**src/rtl/sobel_window_buffer.sv**
```systemverilog
// 3x3 sliding-window generator for the Sobel core: two line buffers plus a
// column-shifting window register, fed by a raster-order pixel stream.
module sobel_window_buffer #(
    parameter int MAX_PIXEL_BITS = 8,
    parameter int IMG_WIDTH      = 16,
    parameter int IMG_HEIGHT     = 16
) (
    input  logic                        clk_i,
    input  logic                        reset_i,
    input  logic                        px_valid_i,
    input  logic [MAX_PIXEL_BITS-1:0]   px_gray_i,
    input  logic                        sof_i,
    output logic [9*MAX_PIXEL_BITS-1:0] window_o,
    output logic                        window_valid_o,
    output logic                        frame_done_o,
    output logic                        busy_o
);

    localparam int P     = MAX_PIXEL_BITS;
    localparam int COL_W = $clog2(IMG_WIDTH);
    localparam int ROW_W = $clog2(IMG_HEIGHT);

    localparam logic [COL_W-1:0] COL_LAST = COL_W'(IMG_WIDTH - 1);
    localparam logic [COL_W-1:0] COL_ONE  = COL_W'(1);
    localparam logic [COL_W-1:0] COL_TWO  = COL_W'(2);
    localparam logic [ROW_W-1:0] ROW_LAST = ROW_W'(IMG_HEIGHT - 1);
    localparam logic [ROW_W-1:0] ROW_ONE  = ROW_W'(1);
    localparam logic [ROW_W-1:0] ROW_TWO  = ROW_W'(2);

    typedef enum logic [1:0] {S_IDLE, S_FILL, S_ACTIVE} state_t;

    state_t           state;
    state_t           state_eff;
    logic [COL_W-1:0] col;
    logic [COL_W-1:0] col_eff;
    logic [ROW_W-1:0] row;
    logic [ROW_W-1:0] row_eff;
    logic             at_row_end;
    logic             at_frame_end;

    logic [P-1:0]     line1 [IMG_WIDTH];
    logic [P-1:0]     line2 [IMG_WIDTH];
    logic [P-1:0]     col_top;
    logic [P-1:0]     col_mid;

    logic [9*P-1:0]   win_p1;
    logic             vld_p1;
    logic             done_p1;

    // A start-of-frame pixel is treated as pixel (0,0) from an idle state.
    assign col_eff      = sof_i ? '0 : col;
    assign row_eff      = sof_i ? '0 : row;
    assign state_eff    = sof_i ? S_IDLE : state;
    assign at_row_end   = (col_eff == COL_LAST);
    assign at_frame_end = at_row_end && (row_eff == ROW_LAST);

    assign col_top = line2[col_eff];
    assign col_mid = line1[col_eff];

    // ---- stage 0: accept pixel, update line buffers ----
    always_ff @(posedge clk_i) begin
        if (px_valid_i) begin
            line2[col_eff] <= line1[col_eff];
            line1[col_eff] <= px_gray_i;
        end
    end

    // ---- stage 1: window register, shifted one column per accepted pixel ----
    always_ff @(posedge clk_i or posedge reset_i) begin
        if (reset_i) begin
            win_p1 <= '0;
        end else if (px_valid_i) begin
            for (int r = 0; r < 3; r++) begin
                win_p1[(3*r)*P   +: P] <= win_p1[(3*r+1)*P +: P];
                win_p1[(3*r+1)*P +: P] <= win_p1[(3*r+2)*P +: P];
            end
            win_p1[2*P +: P] <= col_top;
            win_p1[5*P +: P] <= col_mid;
            win_p1[8*P +: P] <= px_gray_i;
        end
    end

    always_ff @(posedge clk_i or posedge reset_i) begin
        if (reset_i) begin
            state   <= S_IDLE;
            col     <= '0;
            row     <= '0;
            vld_p1  <= 1'b0;
            done_p1 <= 1'b0;
        end else begin
            vld_p1  <= 1'b0;
            done_p1 <= 1'b0;
            if (sof_i) begin
                state <= S_IDLE;
                col   <= '0;
                row   <= '0;
            end
            if (px_valid_i) begin
                // Windows never straddle a row: the two oldest columns must be in this row.
                vld_p1  <= (row_eff >= ROW_TWO) && (col_eff >= COL_TWO);
                done_p1 <= at_frame_end;
                if (at_row_end) begin
                    col <= '0;
                    row <= at_frame_end ? '0 : row_eff + ROW_ONE;
                end else begin
                    col <= col_eff + COL_ONE;
                    row <= row_eff;
                end
                case (state_eff)
                    S_IDLE:   state <= S_FILL;
                    S_FILL:   if (row_eff == ROW_ONE && at_row_end) state <= S_ACTIVE;
                    S_ACTIVE: if (at_frame_end) state <= S_IDLE;
                    default:  state <= S_IDLE;
                endcase
            end
        end
    end

    assign window_o       = win_p1;
    assign window_valid_o = vld_p1;
    assign frame_done_o   = done_p1;
    assign busy_o         = (state != S_IDLE);

endmodule

```
**config.mk**
```make
export PLATFORM = sky130hd
export DESIGN_NAME = sobel_window_buffer
export DESIGN_NICKNAME = d
export VERILOG_FILES = /design/src/rtl/sobel_window_buffer.sv
export SDC_FILE = /design/constraint.sdc
export NUM_CORES = 1
export LEC_CHECK = 0
export CORE_MARGIN = 4
export CORE_UTILIZATION = 49
export CTS_BUF_LIST = sky130_fd_sc_hd__clkbuf_8
export DETAILED_ROUTE_END_ITERATION = 8
export GPL_TIMING_DRIVEN = 0
export PLACE_DENSITY = 0.68
export SLEW_MARGIN = 20
export SYNTH_ARGS = -nofsm -noshare
export SYNTH_HDL_FRONTEND = slang
export SYNTH_SLANG_ARGS = --single-unit
```
**constraint.sdc**
```tcl
create_clock -name clk_i -period 3.1 [get_ports clk_i]
set_clock_uncertainty 0.05 [all_clocks]
set_input_delay 0.62 -clock clk_i [delete_from_list [all_inputs] [get_ports clk_i]]
set_output_delay 0.62 -clock clk_i [all_outputs]
set_load 0.005 [all_outputs]
```
# Yosys cells after proc, flatten, opt, wreduce, memory -nomap -nowiden
# Memory sizes are Yosys's and may differ from the RTL's. A register that Yosys moved wholly into a read port is not among the register bits.
# Cells that the tools add are included.
[totals]
register_bits = 84
ramBits = 256
input_bits = 12
word_cells = 38
memories = 2
[op_classes]
addsub = 2
order_cmp = 2
eq_ne = 5
mux = 16
n_reduce_logical = 5
[mem_list]
columns = ["name", "words", "word_bits", "rd", "rd_clocked_by_memory_dff", "wr", "line_no", "text"]
rows = [
  ["line1", 16, 8, 1, 0, 1, "41", "logic [P-1:0] line1 [IMG_WIDTH];"],
  ["line2", 16, 8, 1, 1, 1, "42", "logic [P-1:0] line2 [IMG_WIDTH];"],
]
[op_table]
columns = ["op", "n"]
rows = [
  ["4-bit 2-to-1 mux", 7],
  ["4-bit by 1-bit adder with 4-bit output, second input constant", 2],
  ["4-bit equality test, second input constant", 2],
  ["4-bit by 2-bit greater-or-equal comparator with 1-bit output, second input constant", 2],
  ["2-bit 2-to-1 mux", 4],
  ["2-bit one-hot mux with 3 select lines", 1],
  ["4-bit by 1-bit equality test with 1-bit output, second input constant", 1],
  ["1-bit 2-to-1 mux", 4],
  ["1-bit logical AND", 3],
  ["2-bit by 1-bit equality test with 1-bit output, second input constant", 1],
  ["2-bit equality test, second input constant", 1],
  ["2-bit logical NOT", 1],
  ["2-bit nonzero test", 1],
]

# Longest topological paths before layout
[depth]
depth_word = 6
depth_mapped = 9
ltp_nobuf = 6

# Worst setup path after synthesis
# Ideal clock, no wire load.
[synth_path]
kind = "input to register"
from = "input sof_i"
to = "memory line1[5][0] (netlist name) (enable)"
setup_time_ps = 430
arrival_time_ps = 2826
required_time_ps = 2620
path_slack_ps = -206
path_stages = 4
cell_sequence = "buf_6 > or3_1 > clkbuf_1 > nor4_1"
[synth_via]
elab_chain_cells = 1
[synth_lines]
columns = ["item", "line_no", "text"]
rows = [
  ["start, declared", "12", "input logic sof_i,"],
  ["4-bit 2-to-1 mux", "--", ""],
  ["end, declared", "41", ""],
]
# Every way passes these cells.

# Worst setup path after layout
[layout_path]
from = "input px_valid_i"
to = "memory line1[10][4] (netlist name) (enable)"
[layout_via]
elab_chain_cells = 2
[layout_lines]
columns = ["item", "line_no", "text"]
rows = [
  ["start, declared", "10", "input logic px_valid_i,"],
  ["1-bit 2-to-1 mux", "62", "if (px_valid_i) begin"],
  ["1-bit 2-to-1 mux (implied by the code)", "64", "line1[col_eff] <= px_gray_i;"],
]
# Every way passes these cells.

==> results.md <==
* Clock Latency Late Sink at 0.57 ns
* WL final at 33.8 mm
* Critical-path top delay cell: clkbuf_1
* Slew @ Worst Pin at 0.782 ns
* Finished Layout Cells at 1355
* Via count at 8153
* EDFF count, synth at 256
* Critical path, cell by cell: clkdlybuf4s50_1 > clkbuf_1 > clkbuf_1 > nand3_1 > nor2_2 > buf_8
* CP max FO at 10
* CP arrival at 3.46 ns
* Critical Path Start Type: input port
* Share of cells above drive strength 1 at 22.4%
* Initial Util at 49.9%
* Fill count at 2013
* CTS tree: yes
* Setup crit end kind: flop
* Placed Instance Area at 15000 sq um
* Wire length per cell at 24.9 um
* Synth cell types at 65
* RSZ-0062 raised after global routing: yes
* I/O pin cnt at 87
* Critical Path Stages at 6
* Count of final hold-check violations at 0
* Post-Syn Instances at 818
* Pre-CTS setup slack at -1.17 ns
* Clock slew at reported path FFs at 0.06 ns
* Final instance area at 16100 sq um
* Cell Rows at 60
* Vias per Instance at 6.02
* Syn. warnings at 0
* First-pass GRT wire length at 50.6 mm
* Max Cap Viol at 0
* Most frequent CP cell: clkbuf_1
* PortBufs at 86
* Sequential area share after synthesis at 72.6%
* Dominant cell type by area after synthesis: edfxtp_1
* Max Transition Viols Final at 0
* HP Class: in -> async
* H-tree depth at 2
* Placed instance count at 1258
* Achievable Freq at 307 MHz
* P per Cell Area at 641 nW/um^2
* Net Count, Synth at 834
* Pleak at 5.81 nW
* Final ANT Viol Nets at 0
* Number of global-route vias before repair at 8146
* Worst path bufs/invs at 4
* WS Path Type: in -> reg
* Final Critical Period at 3.25 ns
* Max incr delay on CP at 0.58 ns
* Setup Viol. Count Final at 34
* Status: finished, violations left
* Area grow syn2layout at 19.4%
* Avg Inst Size Synth at 16.5 sq um
* CTS sink count at 340
* Crit-path leading delay family: buffers and inverters
* DRT Pass-1 Iters at 6
* Initial drt markers at 754
* Die Y at 174 um
* Largest net degree at the start of global routing at 45
* Initial antenna violation count at 0
* Setup tns final at -3.26 ns
* CP required at 3.31 ns
* Max Buffers Root-to-Sink at 3
* Rel. slew slack at 47.7%
* Inserted Diodes at 0
* Fin nets at 989
* Global Route Usage Sum at 22.2%
* Largest cells by area after synthesis: edfxtp_1 57%, dfrtp_1 16%, mux2_2 6.3%
* Register-to-Register Path Depth at 7
* Core Area at 27000 sq um
* Final WS setup at -0.154 ns
* Top-area cell type share of the netlist area at 57.0%
* Asr flop ratio synth at 24.7%
* FF+latch count, synth at 340
* CTS Root Cell: clkbuf_8
* VDD IR max at 0.265 mV
* Die Width at 174 um
* Die ar. at 30200 sq um
* Post-DP HPWL at 22.6 mm
* # DRC at 0
* Synth Flop Type: edfxtp_1
* Failing checks: setup timing
* Routability cong. at 0.866
* Overflow after GRT at 0
* CTS Buf Count at 51
* Final period util at 105%
* Area of the mapped netlist at 13500 sq um
final timing paths:
kind / slack [ns] / from / end
hold reg to reg: 0.45 / window_o[4] / window_o[4]
hold / removal: 0.44 / reset_i / window_o[54]
setup / recovery: -0.15 / px_valid_i / line1[10][4]
setup reg to reg: 0.24 / col[0] / line2[8][3]
min in group clk_i: 0.45 / window_o[4] / window_o[4]
max in group asynchronous: 1.95 / reset_i / col[2]
power by group:
group / leakage (nW) / total (mW) / internal (mW) / switching, mW
Clock: 0.592 / 3.44 / 1.81 / 1.63
Combinational: 1.92 / 1.49 / 0.734 / 0.752
Sequential: 3.30 / 5.40 / 5.24 / 0.161
synthesized netlist by cell type (5+ instances only):
master,number
xnor2_1,5
buf_1,5
o22ai_1,18
buf_2,16
buf_4,10
inv_1,15
and3_1,7
a211oi_1,11
a222oi_1,13
nand2_1,16
a221oi_1,6
a31oi_1,9
edfxtp_1,256
nor2_1,46
clkbuf_1,12
o21ai_1,8
mux2i_1,58
nor2b_1,8
mux4_2,5
nor3_1,13
dfrtp_1,84
nand3_1,13
a21oi_1,14
buf_6,6
o21ai_0,16
mux2_2,75
logic make-up after synthesis:
kind of cell    Yosys count  share of synthesized area (%)
buf+inv                  66                           2.60
flops                   340                           72.6
mux                     141                           11.7
compound gates          128                           6.98
simple gates            134                           5.46
fa+ha+maj                 4                          0.371
xor+xnor                  5                          0.325
per-layer routing:
metal	vias up	GRT usage, %	routed length [um]
met5	-	0	0
met4	0	6.43	774
met3	57	4.73	3530
met2	492	35.9	16000
met1	4081	30.8	13500
li1	3523	-	-
through the flow:
step	total power [mW]	utilization [%]	hold WS [ns]
6_report	10.3	59.5	0.435
5_1_grt	10.7	59.5	0.470
4_1_cts	10.4	59.4	0.434
3_5_place_dp	6.97	55.6	0.445
3_3_place_gp	6.90	54.7	0.439
2_1_floorplan	6.16	-	0.452
sequential cells by signal, summed over array words and instances, names as in the netlist:
name / count
row: 4
window_valid_o: 1
frame_done_o: 1
line1: 128
window_o: 72
state: 2
line2: 128
col: 4
timing repair:
item | CTS | global route
hold endpoints to repair | 0 | 0
pin swaps | 2 | 0
endpoints found under the setup margin | 131 | 98
gates resized for setup | 4 | 6
buffers inserted | 4 | 0
hold buffers | 0 | 0
cell usage in the layout (no fill, tap or decap), types with 4 or more instances in the layout:
master,n
a211o_1,4
a211oi_1,9
a21oi_1,14
a221oi_1,6
a222oi_1,13
a31oi_1,9
and3_1,7
buf_1,5
buf_2,16
buf_4,15
buf_6,8
buf_8,8
clkbuf_1,11
clkbuf_8,59
clkdlybuf4s50_1,86
clkinv_1,7
dfrtp_1,84
edfxtp_1,256
ha_1,4
inv_1,39
mux2_2,75
mux2i_1,58
mux4_2,5
nand2_1,16
nand3_1,10
nor2_1,33
nor2_2,6
nor2_4,7
nor2b_1,8
nor3_1,10
nor3b_1,4
o21ai_0,16
o21ai_1,8
o22ai_1,18
xnor2_1,5
area by class of cell:
cell class	instances	area [sq um]	area share (%)
sequential	340	9790	60.8
multi-input combinational	412	3460	21.5
timing repair buffer	103	1090	6.76
clock buffer	59	812	5.05
tap	341	427	2.65
buffer	48	283	1.76
clock inverter	35	159	0.987
inverter	17	70.1	0.435
(Power assumes the default switching activity.)
